<file path="src/rtl/score_bcd_converter.sv">
// Sequential 10-bit binary to 3-digit BCD converter (double dabble, one bit per clock, 11-cycle start-to-done).
// Optional SCORE_BCD_SATURATE_EN clamps values above 999 to 9/9/9; otherwise the digits show value mod 1000.
module score_bcd_converter #(
  parameter int IN_W = 10
) (
  input  logic            clk,
  input  logic            reset,
  input  logic            start,
  input  logic [IN_W-1:0] value,
  output logic            busy,
  output logic            done,
  output logic [3:0]      hundreds,
  output logic [3:0]      tens,
  output logic [3:0]      ones,
  output logic            overflow
);

  typedef enum logic [1:0] {IDLE, SHIFT, DONE} state_t;

  state_t          state_q, state_d;
  logic [3:0]      cnt_q, cnt_d;
  logic [IN_W-1:0] bin_q, bin_d;
  logic [12:0]     scr_q, scr_d;
  logic [3:0]      hund_q, hund_d, tens_q, tens_d, ones_q, ones_d;
  logic            ovf_q, ovf_d;

  logic [12:0]     adj;
  logic [12:0]     shifted;

  always_ff @(posedge clk) begin
    if (reset) begin
      state_q <= IDLE;
      cnt_q   <= '0;
      bin_q   <= '0;
      scr_q   <= '0;
      hund_q  <= '0;
      tens_q  <= '0;
      ones_q  <= '0;
      ovf_q   <= 1'b0;
    end else begin
      state_q <= state_d;
      cnt_q   <= cnt_d;
      bin_q   <= bin_d;
      scr_q   <= scr_d;
      hund_q  <= hund_d;
      tens_q  <= tens_d;
      ones_q  <= ones_d;
      ovf_q   <= ovf_d;
    end
  end

  always_comb begin
    // Add-3 is per nibble and 4 bits wide; only the shift carries bits across digits.
    adj = scr_q;
    if (scr_q[3:0]  >= 4'd5) adj[3:0]  = scr_q[3:0]  + 4'd3;
    if (scr_q[7:4]  >= 4'd5) adj[7:4]  = scr_q[7:4]  + 4'd3;
    if (scr_q[11:8] >= 4'd5) adj[11:8] = scr_q[11:8] + 4'd3;
    shifted = {adj[11:0], bin_q[IN_W-1]};
  end

  always_comb begin
    state_d = state_q;
    cnt_d   = cnt_q;
    bin_d   = bin_q;
    scr_d   = scr_q;
    hund_d  = hund_q;
    tens_d  = tens_q;
    ones_d  = ones_q;
    ovf_d   = ovf_q;
    case (state_q)
      IDLE, DONE: begin
        if (start) begin
          bin_d   = value;
          scr_d   = '0;
          cnt_d   = '0;
          state_d = SHIFT;
        end else begin
          state_d = IDLE;
        end
      end
      SHIFT: begin
        scr_d = shifted;
        bin_d = {bin_q[IN_W-2:0], 1'b0};
        cnt_d = cnt_q + 4'd1;
        if (cnt_q == 4'(IN_W - 1)) begin
          state_d = DONE;
          ovf_d   = shifted[12];
`ifdef SCORE_BCD_SATURATE_EN
          if (shifted[12]) begin
            hund_d = 4'd9;
            tens_d = 4'd9;
            ones_d = 4'd9;
          end else begin
            hund_d = shifted[11:8];
            tens_d = shifted[7:4];
            ones_d = shifted[3:0];
          end
`else
          hund_d = shifted[11:8];
          tens_d = shifted[7:4];
          ones_d = shifted[3:0];
`endif
        end
      end
      default: state_d = IDLE;
    endcase
  end

  assign busy     = (state_q == SHIFT);
  assign done     = (state_q == DONE);
  assign hundreds = hund_q;
  assign tens     = tens_q;
  assign ones     = ones_q;
  assign overflow = ovf_q;

endmodule

</file>
<file path="config.mk">
export PLATFORM = sky130hd
export DESIGN_NAME = score_bcd_converter
export DESIGN_NICKNAME = d
export VERILOG_FILES = /design/src/rtl/score_bcd_converter.sv
export SDC_FILE = /design/constraint.sdc
export NUM_CORES = 1
export LEC_CHECK = 0
export ABC_AREA = 0
export BUFFER_PORTS_ARGS = -buffer_cell sky130_fd_sc_hd__buf_2
export CAP_MARGIN = 5
export CELL_PAD_IN_SITES_DETAIL_PLACEMENT = 0
export CELL_PAD_IN_SITES_GLOBAL_PLACEMENT = 1
export CORE_MARGIN = 2
export CORE_UTILIZATION = 42
export CTS_CLUSTER_SIZE = 14
export DETAILED_ROUTE_END_ITERATION = 16
export PLACE_DENSITY_LB_ADDON = 0.1
export SYNTH_ARGS = -nofsm -noshare
export SYNTH_HDL_FRONTEND = slang
export SYNTH_SLANG_ARGS = --single-unit
</file>
<file path="constraint.sdc">
create_clock -name clk -period 1.8 [get_ports clk]
set_clock_uncertainty 0.15 [all_clocks]
set_input_delay 0.09 -clock clk [delete_from_list [all_inputs] [get_ports clk]]
set_output_delay 0.09 -clock clk [all_outputs]
set_load 0.01 [all_outputs]
</file>
; Word-level counts from Yosys, hierarchy flattened
; Cells that the tools add are included.
[word_totals]
reg_bits = 41
output_inout_bits = 15
[classes]
add_sub_neg = 4
n_lt_le_gt_ge = 3
eq_ne = 5
muxes = 12
reduce_logical = 5
[ops]
columns = operator, n
row1 = 12-bit case mux with 2 select lines, 1
row2 = 10-bit case mux with 2 select lines, 1
row3 = 4-bit two-way mux, 4
row4 = "4-bit by 2-bit adder with 4-bit output, second input constant", 3
row5 = "4-bit by 3-bit greater-or-equal comparator with 1-bit output, second input constant", 3
row6 = 12-bit two-way mux, 1
row7 = 10-bit two-way mux, 1
row8 = 4-bit case mux with 2 select lines, 1
row9 = "4-bit by 1-bit adder with 4-bit output, second input constant", 1
row10 = "4-bit equality test, second input constant", 1
row11 = 2-bit case mux with 2 select lines, 1
row12 = 2-bit AND reduction, 2
row13 = "2-bit by 1-bit equality test with 1-bit output, second input constant", 1
row14 = "2-bit equality test, second input constant", 1
row15 = 2-bit logical NOT, 1
row16 = 2-bit two-way mux, 1
row17 = "2-bit by 1-bit != test with 1-bit output, second input constant", 1
row18 = "2-bit != test, second input constant", 1
row19 = 2-bit nonzero test, 1
row20 = 2-bit OR reduction, 1
row21 = 1-bit two-way mux, 1

; Logic depth before layout (Yosys ltp)
[logic_depth]
word_depth = 4
ltp_mapped = 6
mapped_depth_nobuf = 6

; Worst setup path before layout
; OpenSTA, ideal clock, no wires.
[synth_path]
kind = register to register
startpoint = register scr_q[4]
endpoint = register scr_q[6]
arrival_ns = 1.399
required_ns = 1.574
slack_ns = 0.175
stages_incl_launch_ff = 7
path_cell_list = dfxtp_1 > inv_1 > ha_1 > nand2b_1 > a21oi_1 > mux2_2 > o22ai_1
[synth_between]
elab_chain_len = 3
[synth_lines]
columns = item, line
row1 = "start, declared", 23  ; logic [12:0] scr_q, scr_d;
row2 = "start signal, assigned", 44  ; scr_q <= scr_d;
row3 = 4-bit by 2-bit adder with 4-bit output or 4-bit by 3-bit greater-or-equal comparator with 1-bit output (tied branches), 56  ; if (scr_q[7:4] >= 4'd5) adj[7:4] = scr_q[7:4] + 4'd3;
row4 = 4-bit two-way mux (*), 56
row5 = 12-bit case mux with 2 select lines (*), 70  ; case (state_q)
; Every way passes the cells marked *; elsewhere a longest branch is shown, timed or not.
; A chain may end at the register's enable or synchronous reset.

; Worst setup path in the final report
; Same ends and word-level chain as after synthesis.

==> qor.yml <==
htreeDepth: 2
final_net_count: 269
slowest_delay_ns: 0.38
detail_route.wl_per_cell_um: 13.44
antenna_left: 0
cp_max_fo: 5
crit_path_start_kind: "flip-flop"
die-area_um2: 5038
wirelength_um: 4046
antenna_found_initial: 0
final_util: 0.5281
vdd_drop_max_mv: 0.4057
status: "complete, no violations"
clk_pin_slew_ns: 0.07
clock_latency_ns: 0.28
min_path_type: "in -> reg"
period_minus_slack_ns: 1.716
dieWidth_um: 70.98
drt-initial-drc-count: 70
setup_viol: 0
die_y_um: 70.98
synth_top_cell_by_area: "dfxtp_1"
final-hold-violation-count: 0
grt_max_degree: 27
layout-drive-gt1-share: 0.2329
cp-end-kind: "flip-flop"
syn2layout_area_growth_pct: 21.18
post-cts-setup-buffers: 0
worstSetupPathType: "reg -> reg"
critPathTopFamily: "multiplexers"
cap_violations: 0
worstMarginPinSlew_ns: 0.3988
place.port_buffers: 27
powerDensity_nw_per_um2: 730.8
crit_chain: "inv_1, ha_2, nand2b_1, a21oi_2, mux2_2, o22ai_1"
dp_cells: 283
syn-cell-area_um2: 1884
diodes: 0
cts_tree: "yes"
fp-row-count: 24
required_ns: 1.86
grtUsageTotal: 0.1720
drtPass1Iterations: 4
fillers: 426
hpwl_um: 2901
synth_common_cells: "dfxtp_1 (41), a21oi_1 (26), nor2_1 (17), a22oi_1 (11), nand2b_1 (11)"
ys_ff_latch: 41
pin_count: 28
synth_top_flop_cell: "dfxtp_1"
crit_buf_inv: 1
syn_nets: 229
clock-sinks: 41
synth_top_area_frac: 0.4356
drc: 0
fin_cells: 301
synth.distinct_cells: 29
initial_core_util: 0.4358
slew_headroom: 0.7342
num_vias: 1633
synth-edff-count: 0
p_leak_nw: 0.9011
numCtsBuffers: 5
ys_warn_count: 0
timing.fmax_mhz: 582.9
syn_inst: 208
timing.final.crit_share: 0.9531
viasPerCell: 5.425
cts_buffer_depth: 2
synthTopCellsByArea: "dfxtp_1 (44%), a21oi_1 (6.9%), ha_1 (5.3%)"
async_reset_ff_frac: 0
core_um2: 4324
overflow: 0
grt_pass1_vias: 1616
gp_congestion: 0.8012
cp_slowest_cell: "mux2_2"
yosysSeqAreaShare: 0.4356
grt_pass1_wl_um: 6996
crit_arrival_ns: 1.77
synth_most_common_cell: "dfxtp_1"
slew_violations: 0
root_buffer: "clkbuf_8"
syn_avg_cell_area_um2: 9.059
[cell type report]
cell class | instances | area, µm² | area share
multi-input combinational | 144 | 977.2 | 0.4279
sequential | 41 | 820.8 | 0.3595
timing repair buffer | 46 | 302.8 | 0.1326
clock buffer | 8 | 80.08 | 0.03507
tap | 52 | 65.06 | 0.02849
inverter | 10 | 37.54 | 0.01644
[cell families after synthesis]
group / after synthesis / synth area share
xor+xnor: 3 / 0.01395
fa+ha+maj: 8 / 0.05312
compound gates: 63 / 0.2158
mux: 5 / 0.02855
flops: 41 / 0.4356
buf+inv: 23 / 0.05444
simple gates: 65 / 0.1985
[path summary, 6_finish.rpt]
kind | startpoint | end | slack [ns] | cells after the start
hold reg to reg | bin_q[8]$_SDFFE_PP0P_ | bin_q[8]$_SDFFE_PP0P_ | 0.31 | 2
setup / recovery | scr_q[4]$_SDFFE_PP0P_ | scr_q[6]$_SDFFE_PP0P_ | 0.08 | 6
setup reg to reg | scr_q[4]$_SDFFE_PP0P_ | scr_q[6]$_SDFFE_PP0P_ | 0.08 | 6
hold / removal | reset | scr_q[0]$_SDFFE_PP0P_ | 0.01 | 2
[through the flow]
stage | TNS, ns | hold slack, ns | total power, W | worst slack [ns] | cell area, µm²
2_1_floorplan | 0 | 0.1008 | 0.001056 | 0.1749 | 1884
3_3_place_gp | 0 | 0.1910 | 0.001110 | 0.1054 | 2087
3_5_place_dp | 0 | 0.2128 | 0.001115 | 0.03430 | 2087
4_1_cts | 0 | 0.01570 | 0.001686 | 0.01509 | 2267
5_1_grt | -0.009038 | 0.01232 | 0.001757 | -0.009038 | 2283
6_report | 0 | 0.01483 | 0.001669 | 0.08445 | 2283
[timing repair]
item | in CTS | in global routing
hold endpoints to repair | 10 | 0
resized for setup | 0 | 5
hold buffers | 10 | 0
setup endpoints to repair | 0 | 6
[placed cells by master, fill, tap and decap left out, types with 6 or more instances in the layout]
| cell | netlist | layout |
|---|---|---|
| a211oi_1 | 6 | 6 |
| a22oi_1 | 11 | 11 |
| nand2_1 | 9 | 9 |
| nand2b_1 | 11 | 11 |
| buf_4 | 3 | 9 |
| buf_2 | 4 | 27 |
| dlygate4sd3_1 | 0 | 10 |
| o22ai_1 | 9 | 9 |
| or3_1 | 6 | 6 |
| inv_1 | 9 | 9 |
| a21oi_1 | 26 | 23 |
| nor3b_1 | 7 | 7 |
| o21ai_0 | 6 | 6 |
| ha_1 | 8 | 6 |
| nor2_1 | 17 | 17 |
| dfxtp_1 | 41 | 41 |
[routing by layer]
layer | global-route usage | up-vias | wire (µm)
li1 | - | 824 | -
met1 | 0.1988 | 771 | 1811
met2 | 0.2991 | 32 | 2025
met3 | 0.04558 | 6 | 157
met4 | 0.07338 | 0 | 53
met5 | 0 | - | 0
[worst reg2reg max path, cell delays in order (launching register included)]
cell	delay [ns]
dfxtp_1	0.33
inv_1	0.11
ha_2	0.24
nand2b_1	0.09
a21oi_2	0.18
mux2_2	0.38
o22ai_1	0.17
[report_power, final]
part	internal, W	total (W)	switching [W]
clock network	0.000275	0.000559	0.000284
logic	0.0000748	0.000170	0.0000954
registers	0.000927	0.000939	0.0000120
total	0.00128	0.00167	0.000391
[sequential cells by signal, summed over array words and instances (netlist names)]
name,count
tens,4
overflow,1
scr_q,12
cnt_q,4
hundreds,4
ones,4
bin_q,10
state_q,2
(Power assumes the default switching activity.)
